[config.mk]
export PLATFORM = sky130hd
export DESIGN_NAME = display_scanner
export DESIGN_NICKNAME = d
export VERILOG_FILES = /design/src/rtl/calc_disp_pkg.sv /design/src/rtl/display_scanner_seg7_encode.sv /design/src/rtl/display_scanner.sv
export SDC_FILE = /design/constraint.sdc
export NUM_CORES = 1
export LEC_CHECK = 0
export CAP_MARGIN = 25
export CORE_AREA = 2 2 81 83
export CTS_BUF_LIST = sky130_fd_sc_hd__clkbuf_16
export DETAILED_ROUTE_END_ITERATION = 8
export DIE_AREA = 0 0 83 85
export GPL_TIMING_DRIVEN = 1
export MAX_ROUTING_LAYER = met4
export PLACE_DENSITY_LB_ADDON = 0.3
export SYNTH_ARGS = -nofsm -noshare
export SYNTH_HDL_FRONTEND = slang
export SYNTH_HIERARCHICAL = 1
export SYNTH_SLANG_ARGS = --single-unit
[constraint.sdc]
create_clock -name clk -period 4.37 [get_ports clk]
set_input_delay 1.311 -clock clk [delete_from_list [all_inputs] [get_ports clk]]
set_output_delay 1.311 -clock clk [all_outputs]
set_load 0.02 [all_outputs]
[src/rtl/calc_disp_pkg.sv]
`default_nettype none
// ---------------------------------------------------------------------------
// Module      : calc_disp_pkg
// Description : Shared types and active-low segment constants for the
//               calculator's seven-segment display path.
// Revision    : 1.0 - initial release
// ---------------------------------------------------------------------------
package calc_disp_pkg;

  // Index of one of the four display digits (0 = least significant)
  typedef logic [1:0] digit_idx_t;

  // Active-low patterns, bit order {g,f,e,d,c,b,a}
  localparam logic [6:0] SEG_DASH  = 7'h3F;
  localparam logic [6:0] SEG_BLANK = 7'h7F;
  localparam logic [6:0] SEG_DIGIT [0:9] = '{
    7'h40, 7'h79, 7'h24, 7'h30, 7'h19,
    7'h12, 7'h02, 7'h78, 7'h00, 7'h10
  };

endpackage
`default_nettype wire

[src/rtl/display_scanner_seg7_encode.sv]
`default_nettype none
// ---------------------------------------------------------------------------
// Module      : seg7_encode
// Description : BCD nibble to active-low seven-segment pattern; non-BCD
//               codes (A-F) display a dash.
// Revision    : 1.0 - initial release
// ---------------------------------------------------------------------------
module seg7_encode
  import calc_disp_pkg::*;
(
  input  logic [3:0] nibble,
  output logic [6:0] seg
);

  // Table lookup for decimal digits, dash for anything outside 0..9
  always_comb begin
    seg = SEG_DASH;
    if (nibble <= 4'd9) seg = SEG_DIGIT[nibble];
  end

endmodule
`default_nettype wire

[src/rtl/display_scanner.sv]
`default_nettype none
// ---------------------------------------------------------------------------
// Module      : display_scanner
// Description : Time-multiplexed 4-digit seven-segment driver with
//               tear-free frame-aligned value update, per-slot blanking
//               and optional leading-zero suppression.
// Revision    : 1.0 - initial release
// ---------------------------------------------------------------------------
module display_scanner
  import calc_disp_pkg::*;
#(
  parameter int REFRESH_DIV  = 100000,
  parameter int BLANK_CYCLES = 1000,
  parameter int LZ_SUPPRESS  = 1
) (
  input  logic        clk,
  input  logic        rst_n,
  input  logic        en,
  input  logic [15:0] value,
  input  logic        load,
  output logic [1:0]  digit_sel,
  output logic [6:0]  seg,
  output logic        frame_tick
);

  localparam int             CW       = $clog2(REFRESH_DIV);
  localparam logic [CW-1:0]  CNT_LAST = CW'(REFRESH_DIV - 1);
  localparam logic [CW-1:0]  BLANK_N  = CW'(BLANK_CYCLES);

  logic [CW-1:0] cnt, cnt_nxt;
  digit_idx_t    idx, idx_nxt;
  logic [15:0]   pending, pending_nxt;
  logic          pend_valid, pend_valid_nxt;
  logic [15:0]   active, active_nxt;
  logic          boundary;
  logic [3:0]    lz_mask;
  logic [3:0]    nibble;
  logic [6:0]    enc_seg;
  logic [6:0]    seg_nxt;

  // Prescaler and digit index advance; the 3->0 index wrap marks a frame boundary
  always_comb begin
    cnt_nxt  = cnt;
    idx_nxt  = idx;
    boundary = 1'b0;
    if (en) begin
      if (cnt == CNT_LAST) begin
        cnt_nxt  = '0;
        idx_nxt  = idx + 2'd1;
        boundary = (idx == 2'd3);
      end else begin
        cnt_nxt = cnt + 1'b1;
      end
    end
  end

  // Shadow register for loads; the visible value only changes at a frame boundary
  always_comb begin
    pending_nxt    = load ? value : pending;
    pend_valid_nxt = load | pend_valid;
    active_nxt     = active;
    if (boundary) begin
      pend_valid_nxt = 1'b0;
      if (load)            active_nxt = value;
      else if (pend_valid) active_nxt = pending;
    end
  end

  // Leading-zero mask: digit k blanks when it and every digit above it are zero
  always_comb begin
    lz_mask    = '0;
    lz_mask[3] = (active_nxt[15:12] == 4'd0);
    lz_mask[2] = lz_mask[3] && (active_nxt[11:8] == 4'd0);
    lz_mask[1] = lz_mask[2] && (active_nxt[7:4] == 4'd0);
    if (LZ_SUPPRESS == 0) lz_mask = '0;
  end

  // Segment pattern is derived from next-state index/value so it tracks digit_sel
  always_comb begin
    nibble  = active_nxt[{idx_nxt, 2'b00} +: 4];
    seg_nxt = enc_seg;
    if (!en || (cnt_nxt < BLANK_N) || lz_mask[idx_nxt]) seg_nxt = SEG_BLANK;
  end

  seg7_encode u_encode (
    .nibble (nibble),
    .seg    (enc_seg)
  );

  // Scan, shadow and visible-value state
  always_ff @(posedge clk or negedge rst_n) begin
    if (!rst_n) begin
      cnt        <= '0;
      idx        <= 2'd0;
      pending    <= 16'h0000;
      pend_valid <= 1'b0;
      active     <= 16'h0000;
    end else begin
      cnt        <= cnt_nxt;
      idx        <= idx_nxt;
      pending    <= pending_nxt;
      pend_valid <= pend_valid_nxt;
      active     <= active_nxt;
    end
  end

  // Registered outputs, all updated on the same edge as the state they describe
  always_ff @(posedge clk or negedge rst_n) begin
    if (!rst_n) begin
      digit_sel  <= 2'd0;
      seg        <= SEG_BLANK;
      frame_tick <= 1'b0;
    end else begin
      digit_sel  <= idx_nxt;
      seg        <= seg_nxt;
      frame_tick <= boundary;
    end
  end

endmodule
`default_nettype wire

==> results by group <==
GRT
  • Largest net degree at the start of global routing: 33
  • Met2 usage: 0.433
  • GR Overflow Total: 0
  • Gr busiest metal: met2
  • GRT Util Overall: 0.254
  • First-pass GRT wire length: 13700 um
  • Initial antenna violation count: 0
  • Met3 usage: 0.0613
  • Vias in the first global route: 2783
  • Met1 Use GR: 0.291

STA
  • RSZ-0062 raised after global routing: no
  • Final hold violations: 0
  • Fin crit period: 4210 ps
  • Fmax: 238 MHz
  • Worst-margin pin slew: 658 ps
  • Max-slew headroom: 0.562
  • Hold slack: 485 ps
  • Final Max Slew Viols: 0
  • Final Skew: 5.51 ps
  • Period utilization: 0.962
  • Setup violators final: 0

Worst setup path
  • CP Max Fanout: 9
  • Critical path type: in -> reg
  • Flop2flop setup slack: 630 ps
  • Worst EP arrival: 4420 ps
  • CP Capture Type: flop
  • CP required: 4590 ps
  • Startpoint Class: input port

Logic synthesis
  • Synth area leaders: dfrtp_1, mux2_2, dfstp_2
  • Sequential share of the synthesized area: 0.461
  • Post-synthesis instance area: 0.00328 mm2
  • Commonest register cell after synthesis: dfrtp_1
  • Cells after synthesis: 314
  • Asr flop ratio synth: 1.00
  • Synth Area in Compound Gates: 0.127
  • Post-Synth Simple-Gate Area: 0.179
  • EDFF count, synth: 0
  • Flops & latches, synth: 60
  • Synth top area share: 0.405
  • Adder-cell share of the synthesized area: 0.0267
  • Yosys cell types: 58
  • Syn. warnings: 6
  • Xor/xnor share of the synthesized area: 0.0481
  • Cell taking the most area after synthesis: dfrtp_1
  • Syn avg cell area: 10.4 um2
  • Synth Net Count: 341
  • Largest family of logic cells by synthesized area: simple AND/OR/NAND/NOR gates
  • Post-synthesis mux area share: 0.120

Finish
  • FILL cells: 445
  • ANT cells: 0
  • Area grow syn2layout: 31.0%
  • Layout Nets: 407
  • Core Util, Final: 0.692
  • Layout cells sized above 1: 0.278

Floorplan
  • FP Rows: 29
  • I/O pin count: 30
  • Core Region: 0.00620 mm2
  • DIE HEIGHT: 85 um
  • Die area: 0.00706 mm2
  • Initial Utilization: 0.528
  • Die X: 83 um

Power
  • Lkg Pwr: 2.03 nW
  • Sw Ratio: 0.234
  • Gate power share: 0.091
  • Clock share of power: 0.484
  • Tot Pwr: 0.00150 W
  • Sequential share of power: 0.424
  • Switching Power: 0.000352 W
  • Cell Pwr Density: 351 mW/mm2
  • VDD IR max: 0.276 mV
  • Int Power: 0.00115 W

CTS
  • Max Buffers Root-to-Sink: 2
  • Reg clk slew, reported paths: 50 ps
  • Worst-Skew Late Latency: 320 ps
  • CTS HTree Levels: 3
  • Clk Tree Root Cell: clkbuf_16
  • Clk sinks: 60
  • TritonCTS clock tree: yes
  • Num CTS Buffers: 9

Placed design
  • GPL Wtd Cong: 0.873
  • HPWL Detailed: 5440 um
  • Buffers on Ports: 29

Hold path
  • HP Class: reg -> reg

Run
  • Count of max-cap constraint violations: 0

Route
  • Residual DRC count: 0
  • Drt total wl: 8120 um
  • Iter 0 DRT Violations: 125
  • Vias: 2721
  • Vias/cell: 5.89
  • Post-DRT Antenna Nets: 0
  • Drt first pass iters: 4
  • WL/cell: 17.6 um

Run status
  • Outcome: complete, no violations
## worst paths after layout
kind,from,to,depth (start not counted)
hold / removal,pending[9],pending[9],1
max in group asynchronous,rst_n,seg[6],2
min in group asynchronous,rst_n,pending[10],1
setup reg to reg,cnt[6],seg[4],15
hold reg to reg,pending[9],pending[9],1
setup / recovery,en,seg[4],16
## cell families (layout without fill, tap and decap cells)
logic type	after synthesis	after routing
compound gates	61	61
mux	36	36
simple gates	107	107
xor+xnor	18	18
fa+ha+maj	7	7
buf+inv	25	96
flops	60	60
## cell usage in the layout, fill, tap and decap left out, drive strengths merged, types with 5 or more instances in the layout
cell and count:
clkinv 6, xor2 6, o211ai 7, mux2i 10, nor2 29, nand4 6
inv 9, and2 7, xnor2 12, buf 42, o22ai 5, a21oi 8
o21ai 20, ha 7, dfstp 7, nand2 21, mux2 26, clkbuf 9
dfrtp 53, clkdlybuf4s50 27
## critical path, stage by stage
cell and delay [ps]:
dlygate4sd2_1 240, nand4_1 120, or4_4 460, or3_4 400
buf_6 150, mux2i_1 160, o211ai_1 160, mux2i_1 200
a21oi_2 130, inv_2 170, buf_4 130, ha_2 180
nor2b_1 50, o32a_1 350, nor2_1 100, o21ai_1 80
## power groups by stage
stage / clock (W) / sequential, W / combinational, W
finish: 0.000729 / 0.000639 / 0.000137
global route: 0.000765 / 0.000644 / 0.000154
CTS: 0.000734 / 0.000638 / 0.000139
detailed placement: 0 / 0.000647 / 0.000135
global placement: 0 / 0.000646 / 0.000133
floorplan: 0 / 0.000627 / 0.0000933
## flip-flops by register name, summed over array words and instances, names as in the netlist
name	flops
digit_sel	2
active	16
pending	16
seg	7
frame_tick	1
cnt	17
pend_valid	1
## synth_stat cells (7+ instances only)
library cell / count
dfrtp_1: 53
xnor2_1: 12
o21ai_1: 7
dfstp_2: 7
mux2i_1: 10
nand2_1: 21
nor2_1: 29
a21oi_1: 8
and2_1: 7
clkbuf_1: 9
o21ai_0: 13
ha_1: 7
mux2_2: 26
inv_1: 9
## routing by layer
metal / part of all wire / up-vias
met5: 0 / -
li1: - / 1255
met1: 0.42 / 1382
met3: 0.032 / 15
met2: 0.53 / 69
met4: 0.021 / 0
## stage by stage
stage / area, um2 / worst slack, ps / setup TNS, ps / cells
2_1_floorplan: 3280 / 54.2 / 0 / 314
6_report: 4290 / 165 / 0 / 462
5_1_grt: 4290 / 25.6 / 0 / 462
3_3_place_gp: 3830 / -467 / -2870 / 439
3_5_place_dp: 3830 / -501 / -2910 / 439
4_1_cts: 4290 / 165 / 0 / 461
## repair_timing
item                       4_1_cts  5_1_grt
setup endpoints to repair        7        3
gates cloned                     0        0
hold buffers                     0        0
resized for setup               23        0
setup buffers                    6        1
pin swaps                        8        3
## final cells by class
class / count / area (um2) / area share
clock buffer: 9 / 225 / 0.0525
multi-input combinational: 229 / 1740 / 0.404
clock inverter: 7 / 81.3 / 0.0189
timing repair buffer: 70 / 603 / 0.140
inverter: 10 / 41.3 / 0.00962
sequential: 60 / 1510 / 0.352
tap: 77 / 96.3 / 0.0224
(Power assumes the default switching activity.)
